`config.mk`:
```
export PLATFORM = sky130hd
export DESIGN_NAME = coh_req_arb
export DESIGN_NICKNAME = d
export VERILOG_FILES = /design/src/rtl/coh_req_arb.sv
export SDC_FILE = /design/constraint.sdc
export NUM_CORES = 1
export LEC_CHECK = 0
export CORE_AREA = 5 5 278 280
export DETAILED_ROUTE_END_ITERATION = 16
export DIE_AREA = 0 0 283 285
export GPL_TIMING_DRIVEN = 0
export SLEW_MARGIN = 30
export SYNTH_ARGS = -nofsm -noshare
export SYNTH_HDL_FRONTEND = slang
export SYNTH_SLANG_ARGS = --single-unit
```
`constraint.sdc`:
```
create_clock -name clk -period 4.8 [get_ports clk]
set_input_delay 0.96 -clock clk [delete_from_list [all_inputs] [get_ports clk]]
set_output_delay 0.96 -clock clk [all_outputs]
set_load 0.01 [all_outputs]
```
`src/rtl/coh_req_arb.sv`:
```
// Coherence request arbiter: per-core request FIFOs merged round-robin onto one L2 request
// channel, with a single-entry response register fanned back out to the requesting core.
module coh_req_arb #(
  parameter int NCORES     = 4,
  parameter int LINE_BYTES = 32,
  parameter int FIFO_DEPTH = 2
) (
  input  logic                      clk,
  input  logic                      rst,
  input  logic [NCORES-1:0]         l1_req_valid,
  output logic [NCORES-1:0]         l1_req_ready,
  input  logic [NCORES*3-1:0]       l1_req_cmd,
  input  logic [NCORES*32-1:0]      l1_req_addr,
  output logic                      l2_req_valid,
  input  logic                      l2_req_ready,
  output logic [1:0]                l2_req_src,
  output logic [2:0]                l2_req_cmd,
  output logic [31:0]               l2_req_addr,
  input  logic                      l2_resp_valid,
  output logic                      l2_resp_ready,
  input  logic [1:0]                l2_resp_dst,
  input  logic [2:0]                l2_resp_cmd,
  input  logic [LINE_BYTES*8-1:0]   l2_resp_line,
  output logic [NCORES-1:0]         l1_resp_valid,
  input  logic [NCORES-1:0]         l1_resp_ready,
  output logic [2:0]                l1_resp_cmd,
  output logic [LINE_BYTES*8-1:0]   l1_resp_line,
  output logic                      protocol_err
);

  localparam int LW = LINE_BYTES * 8;
  localparam int PW = $clog2(FIFO_DEPTH);
  localparam int CW = PW + 1;

  logic [2:0]    fifo_cmd  [NCORES][FIFO_DEPTH];
  logic [31:0]   fifo_addr [NCORES][FIFO_DEPTH];
  logic [PW-1:0] wr_ptr    [NCORES];
  logic [PW-1:0] rd_ptr    [NCORES];
  logic [CW-1:0] count     [NCORES];

  logic [NCORES-1:0] out_q;
  logic [1:0]        last_grant;

  logic        req_valid_q;
  logic [1:0]  req_src_q;
  logic [2:0]  req_cmd_q;
  logic [31:0] req_addr_q;

  logic          resp_valid_q;
  logic [1:0]    resp_dst_q;
  logic [2:0]    resp_cmd_q;
  logic [LW-1:0] resp_line_q;

  logic err_q;

  logic [NCORES-1:0] fifo_full;
  logic [NCORES-1:0] push;
  logic [NCORES-1:0] pop;
  logic [NCORES-1:0] eligible;
  logic [NCORES-1:0] resp_sel;
  logic [NCORES-1:0] deliver;
  logic              win_any;
  logic [1:0]        win_idx;
  logic              load;
  logic              req_take;
  logic              resp_drain;
  logic              resp_ready_int;
  logic              resp_take;

  always_comb begin : fifo_status
    // NOTE: every always_comb output gets a default before any branch so no latch is inferred.
    fifo_full = '0;
    push      = '0;
    eligible  = '0;
    for (int i = 0; i < NCORES; i++) begin
      fifo_full[i] = (count[i] == CW'(FIFO_DEPTH));
      push[i]      = l1_req_valid[i] && !fifo_full[i] && !rst;
      eligible[i]  = (count[i] != '0) && !out_q[i];
    end
  end

  // Search starts one past the previous winner and wraps, so the previous winner is tried last.
  always_comb begin : rr_pick
    logic [1:0] cand;
    cand    = '0;
    win_any = 1'b0;
    win_idx = '0;
    for (int k = 1; k <= NCORES; k++) begin
      cand = last_grant + 2'(k);
      if (!win_any && eligible[cand]) begin
        win_any = 1'b1;
        win_idx = cand;
      end
    end
  end

  assign load           = win_any && (!req_valid_q || l2_req_ready);
  assign pop            = load ? (NCORES'(1) << win_idx) : '0;
  assign req_take       = req_valid_q && l2_req_ready;
  assign resp_sel       = resp_valid_q ? (NCORES'(1) << resp_dst_q) : '0;
  assign deliver        = resp_sel & l1_resp_ready;
  assign resp_drain     = |deliver;
  assign resp_ready_int = !resp_valid_q || resp_drain;
  assign resp_take      = l2_resp_valid && resp_ready_int && !rst;

  always_ff @(posedge clk) begin : fifo_mem
    // NOTE: FIFO storage has no reset; entries are only read behind count, so stale data is never seen.
    for (int i = 0; i < NCORES; i++) begin
      if (push[i]) begin
        fifo_cmd[i][wr_ptr[i]]  <= l1_req_cmd[i*3 +: 3];
        fifo_addr[i][wr_ptr[i]] <= l1_req_addr[i*32 +: 32];
      end
    end
  end

  always_ff @(posedge clk) begin : ctrl_regs
    // NOTE: sequential state uses non-blocking assignments so every register samples pre-edge values.
    if (rst) begin
      for (int i = 0; i < NCORES; i++) begin
        wr_ptr[i] <= '0;
        rd_ptr[i] <= '0;
        count[i]  <= '0;
      end
      out_q        <= '0;
      last_grant   <= 2'd3;
      req_valid_q  <= 1'b0;
      req_src_q    <= '0;
      req_cmd_q    <= '0;
      req_addr_q   <= '0;
      resp_valid_q <= 1'b0;
      resp_dst_q   <= '0;
      resp_cmd_q   <= '0;
      resp_line_q  <= '0;
      err_q        <= 1'b0;
    end else begin
      for (int i = 0; i < NCORES; i++) begin
        if (push[i]) wr_ptr[i] <= wr_ptr[i] + PW'(1);
        if (pop[i])  rd_ptr[i] <= rd_ptr[i] + PW'(1);
        count[i] <= count[i] + CW'(push[i]) - CW'(pop[i]);
      end

      // Set is OR-ed in after the clear, so a same-cycle set wins.
      out_q <= (out_q & ~deliver) | pop;

      if (load) begin
        req_valid_q <= 1'b1;
        req_src_q   <= win_idx;
        req_cmd_q   <= fifo_cmd[win_idx][rd_ptr[win_idx]];
        req_addr_q  <= fifo_addr[win_idx][rd_ptr[win_idx]];
        last_grant  <= win_idx;
      end else if (req_take) begin
        req_valid_q <= 1'b0;
      end

      if (resp_take) begin
        resp_valid_q <= 1'b1;
        resp_dst_q   <= l2_resp_dst;
        resp_cmd_q   <= l2_resp_cmd;
        resp_line_q  <= l2_resp_line;
        if (!out_q[l2_resp_dst]) err_q <= 1'b1;
      end else if (resp_drain) begin
        resp_valid_q <= 1'b0;
      end
    end
  end

  // Handshake readies and payloads are forced low while reset is held.
  always_comb begin : out_drive
    l1_req_ready  = rst ? '0 : ~fifo_full;
    l2_req_valid  = req_valid_q;
    l2_req_src    = rst ? '0 : req_src_q;
    l2_req_cmd    = rst ? '0 : req_cmd_q;
    l2_req_addr   = rst ? '0 : req_addr_q;
    l2_resp_ready = !rst && resp_ready_int;
    l1_resp_valid = resp_sel;
    l1_resp_cmd   = rst ? '0 : resp_cmd_q;
    l1_resp_line  = rst ? '0 : resp_line_q;
    protocol_err  = err_q;
  end

endmodule

```
==> impl_summary.log <==
INFO  metric wirelength = 102000 um
INFO  metric worst_ep_required_time = 3840 ps
INFO  metric critical_path.endpoint_type = output pin
INFO  metric hp_class = flip-flop to flip-flop
INFO  metric count_of_antenna_violating_nets_left_after_detailed_routing = 0
INFO  metric post_placement_cell_area = 32900 sq um
INFO  metric p_per_area = 593 nW/um^2
INFO  metric port-buffer-count = 719
INFO  metric fraction_of_layout_cells_with_a_size_suffix_above_1 = 17.0%
INFO  metric synthArstFlopShare = 0%
INFO  metric met3WireLength = 9380 um
INFO  metric count_of_mapped_cells_out_of_synthesis = 1881
INFO  metric vias = 18846
INFO  metric placementRows = 100
INFO  metric switching_power = 8.07 mW
INFO  metric h-tree-depth = 3
INFO  metric cts_tree = built
INFO  metric clk-insertion-delay-late = 600 ps
INFO  metric yosysSeqAreaShare = 61.6%
INFO  metric die_area = 80700 sq um
INFO  metric timing.max_slew.rel_slack = 44.6%
INFO  metric hold-path-endpoint = req_src_q[1]$_SDFFE_PP0N_
INFO  metric cts.sink_count = 603
INFO  metric pin_count = 720
INFO  metric cts_root_buffer = sky130_fd_sc_hd__clkbuf_16
INFO  metric synthesis.area_per_instance = 12.9 sq um
INFO  metric peak_supply_drop = 497 uV
INFO  metric power_frac_seq = 29.3%
INFO  metric synthesis.yosys.warnings = 0
INFO  metric cap_violations = 0
INFO  metric number_of_global_route_vias_before_repair = 19101
INFO  metric route.detailed.vias_per_inst = 5.05
INFO  metric grt_remaining_overflow = 0
INFO  metric timing.critical_path.arrival = 3560 ps
INFO  metric finalMaxSlewViolations = 0
INFO  metric synth.ff_latch_count = 603
INFO  metric largest_net_degree_at_the_start_of_global_routing = 36
INFO  metric drt_pass1_iterations = 7
INFO  metric setup.worst_path.class = input port to output pin
INFO  metric setup_violations = 0
INFO  metric grt_util_all_layers = 24.0%
INFO  metric synth_compound_gate_area_share = 7.08%
INFO  metric most_used_cells_in_the_layout_excluding_fill_and_tap_cells = 719 x sky130_fd_sc_hd__clkdlybuf4s50_1, 315 x sky130_fd_sc_hd__dfxtp_1, 302 x sky130_fd_sc_hd__nor2b_1
INFO  metric fin_util = 47.8%
INFO  metric period_share = 94.2%
INFO  metric timing.fmax = 0.221 GHz
INFO  metric postSynthNetCount = 2302
INFO  metric timing_worst_slew_pin_value = 832 ps
INFO  metric layout.nets = 3108
INFO  metric dr.first_iter.drc_count = 1369
INFO  metric finalSetupTns = 0 ps
INFO  metric yosys.area_share.simple = 13.9%
INFO  metric route.detailed.drc = 0
INFO  metric finClkSkew = 18.2 ps
INFO  metric synthesis.area = 24300 sq um
INFO  metric core_area = 74200 sq um
INFO  metric worstHoldStart = req_src_q[1]$_SDFFE_PP0N_
INFO  metric reg2reg_to = count[1][0]$_SDFF_PP0_
INFO  metric rsz0062_at_grt = false
INFO  metric reg2reg_slack = 1510 ps
INFO  metric clock_path_buffers = 3
INFO  metric sw_frac_of_total = 38.3%
INFO  metric path_clk_slew = 60 ps
INFO  metric fillerInstances = 6702
INFO  metric crit_fanout = 10
INFO  metric worst_r2r_startpoint = count[3][1]$_SDFF_PP0_
INFO  metric design_area = 35500 sq um
INFO  metric synth_top_flop_cell = sky130_fd_sc_hd__dfxtp_1
INFO  metric status = finished clean
INFO  metric synth.mux.area_fraction = 13.7%
INFO  metric first_pass_grt_wire_length = 142000 um
INFO  metric clock_network_power_share = 27.5%
INFO  metric antenna_found_initial = 47
INFO  metric layout_commonest_cell = sky130_fd_sc_hd__clkdlybuf4s50_1
INFO  metric routed_wire_length_per_instance = 27.3 um
INFO  metric timing.hold.worst_path_depth = 2
INFO  metric comb_power_share = 43.2%
INFO  metric number_of_unique_standard_cell_types_used_by_synthesis = 51
INFO  metric synth-edff-count = 288
INFO  metric crit_path_start_kind = input port
INFO  metric cts_post_setup_buffers_inserted = 0
INFO  metric synth_adder_area_share = 0.412%
INFO  metric initial_core_util = 32.7%
INFO  metric gp_routability_congestion = 0.889
INFO  metric fin_crit = 4520 ps
INFO  metric die_h = 285 um
INFO  metric cts-buffers-inserted = 69
INFO  metric worst_r2r_path_depth = 11
INFO  metric syn2layout_area_growth = 46.1%
INFO  metric synth_top_family_by_area = simple AND/OR/NAND/NOR gates
INFO  metric detail_placement_hpwl = 81100 um
INFO  metric p_int = 13.0 mW
INFO  metric cellLeakagePower = 13.2 nW
INFO  metric maxUsedRoutingLayer = met5
INFO  metric route.met2.wl = 52000 um
INFO  metric detail_route.wirelength.met1 = 37500 um
INFO  metric die_x = 283 um
INFO  metric hold_viol = 0
INFO  metric post_synth_xor_area_fraction = 0.288%
==> timing repair <==
item	in CTS	in global routing
resized for setup	2	0
hold buffers	0	0
setup endpoints to repair	36	0
==> how the worst max path moves through the flow <==
stage               slack, ps  cells past startpoint  from                          to
floorplan                 310                      4   rst  fifo_addr[0][32]$_DFFE_PP_
global placement        -3510                      5   rst  fifo_addr[1][49]$_DFFE_PP_
detailed placement       -380                      6   rst              l2_req_addr[0]
CTS                       180                      6   rst              l2_req_addr[0]
global route              150                      6   rst               l2_req_src[0]
finish                    280                      6   rst               l2_req_cmd[1]
==> per-stage QoR <==
step	total power, mW	instances	hold WS [ps]	setup slack, ps
after global routing	22.0	3721	512	146
after CTS	21.1	3711	460	176
after floorplan	11.7	1881	432	312
final	21.1	3732	463	276
after detailed placement	15.2	3585	452	-379
after global placement	15.0	3569	448	-3510
==> power groups by stage <==
stage	combinational, mW	sequential, mW	clock (mW)
floorplan	5.49	6.21	0
global placement	8.76	6.28	0
detailed placement	8.94	6.28	0
CTS	8.98	6.17	5.90
global route	9.63	6.22	6.10
finish	9.10	6.18	5.78
==> Yosys cell counts, drive strengths merged, types with 10 or more instances <==
library cell,instances,area (sq um)
a211oi,104,781
a21oi,10,50.1
a221oi,35,307
and3,108,676
buf,57,335
clkbuf,93,349
dfxtp,315,6310
edfxtp,288,8650
inv,15,56.3
mux2,261,2940
mux2i,36,360
nand2,13,51.3
nor2,92,348
nor2b,304,1900
nor4,35,219
o31a,35,307
==> flip-flops by register name, indices dropped and copies added, names as in the netlist <==
| signal | flops |
|---|---|
| rd_ptr | 4 |
| wr_ptr | 4 |
| resp_dst_q | 2 |
| req_addr_q | 32 |
| protocol_err | 1 |
| out_q | 4 |
| fifo_addr | 256 |
| resp_line_q | 256 |
| resp_valid_q | 1 |
| count | 8 |
| req_src_q | 2 |
| fifo_cmd | 24 |
| l2_req_valid | 1 |
| last_grant | 2 |
| req_cmd_q | 3 |
| resp_cmd_q | 3 |
==> metal layers <==
layer  vias to the layer above  global-route usage [%]
li1                       8515                       -
met1                      9253                    27.0
met2                       906                    43.3
met3                       160                    7.98
met4                        12                    7.15
met5                         -                       0
==> cells by family after synthesis <==
kind of cell    after synthesis
compound gates              215
xor+xnor                      8
fa+ha+maj                     8
buf+inv                     165
flops                       603
mux                         298
simple gates                584
==> area by class of cell <==
type / count / area, sq um / share of cell area [%]
Timing Repair Buffer: 735 / 7410 / 20.9
Clock buffer: 86 / 1880 / 5.31
Multi-Input combinational cell: 1113 / 8630 / 24.3
Clock inverter: 40 / 609 / 1.72
Antenna cell: 21 / 52.6 / 0.148
Sequential cell: 603 / 15000 / 42.1
Tap cell: 969 / 1210 / 3.42
Buffer: 150 / 687 / 1.94
Inverter: 15 / 56.3 / 0.159
==> worst max-delay path, stage by stage <==
cell and delay [ps]:
sky130_fd_sc_hd__clkdlybuf4s50_1 550, sky130_fd_sc_hd__clkbuf_2 360, sky130_fd_sc_hd__clkbuf_2 400, sky130_fd_sc_hd__clkbuf_1 520
sky130_fd_sc_hd__nor2b_1 130, sky130_fd_sc_hd__clkdlybuf4s50_1 630
Power figures use the tool's default switching activity.
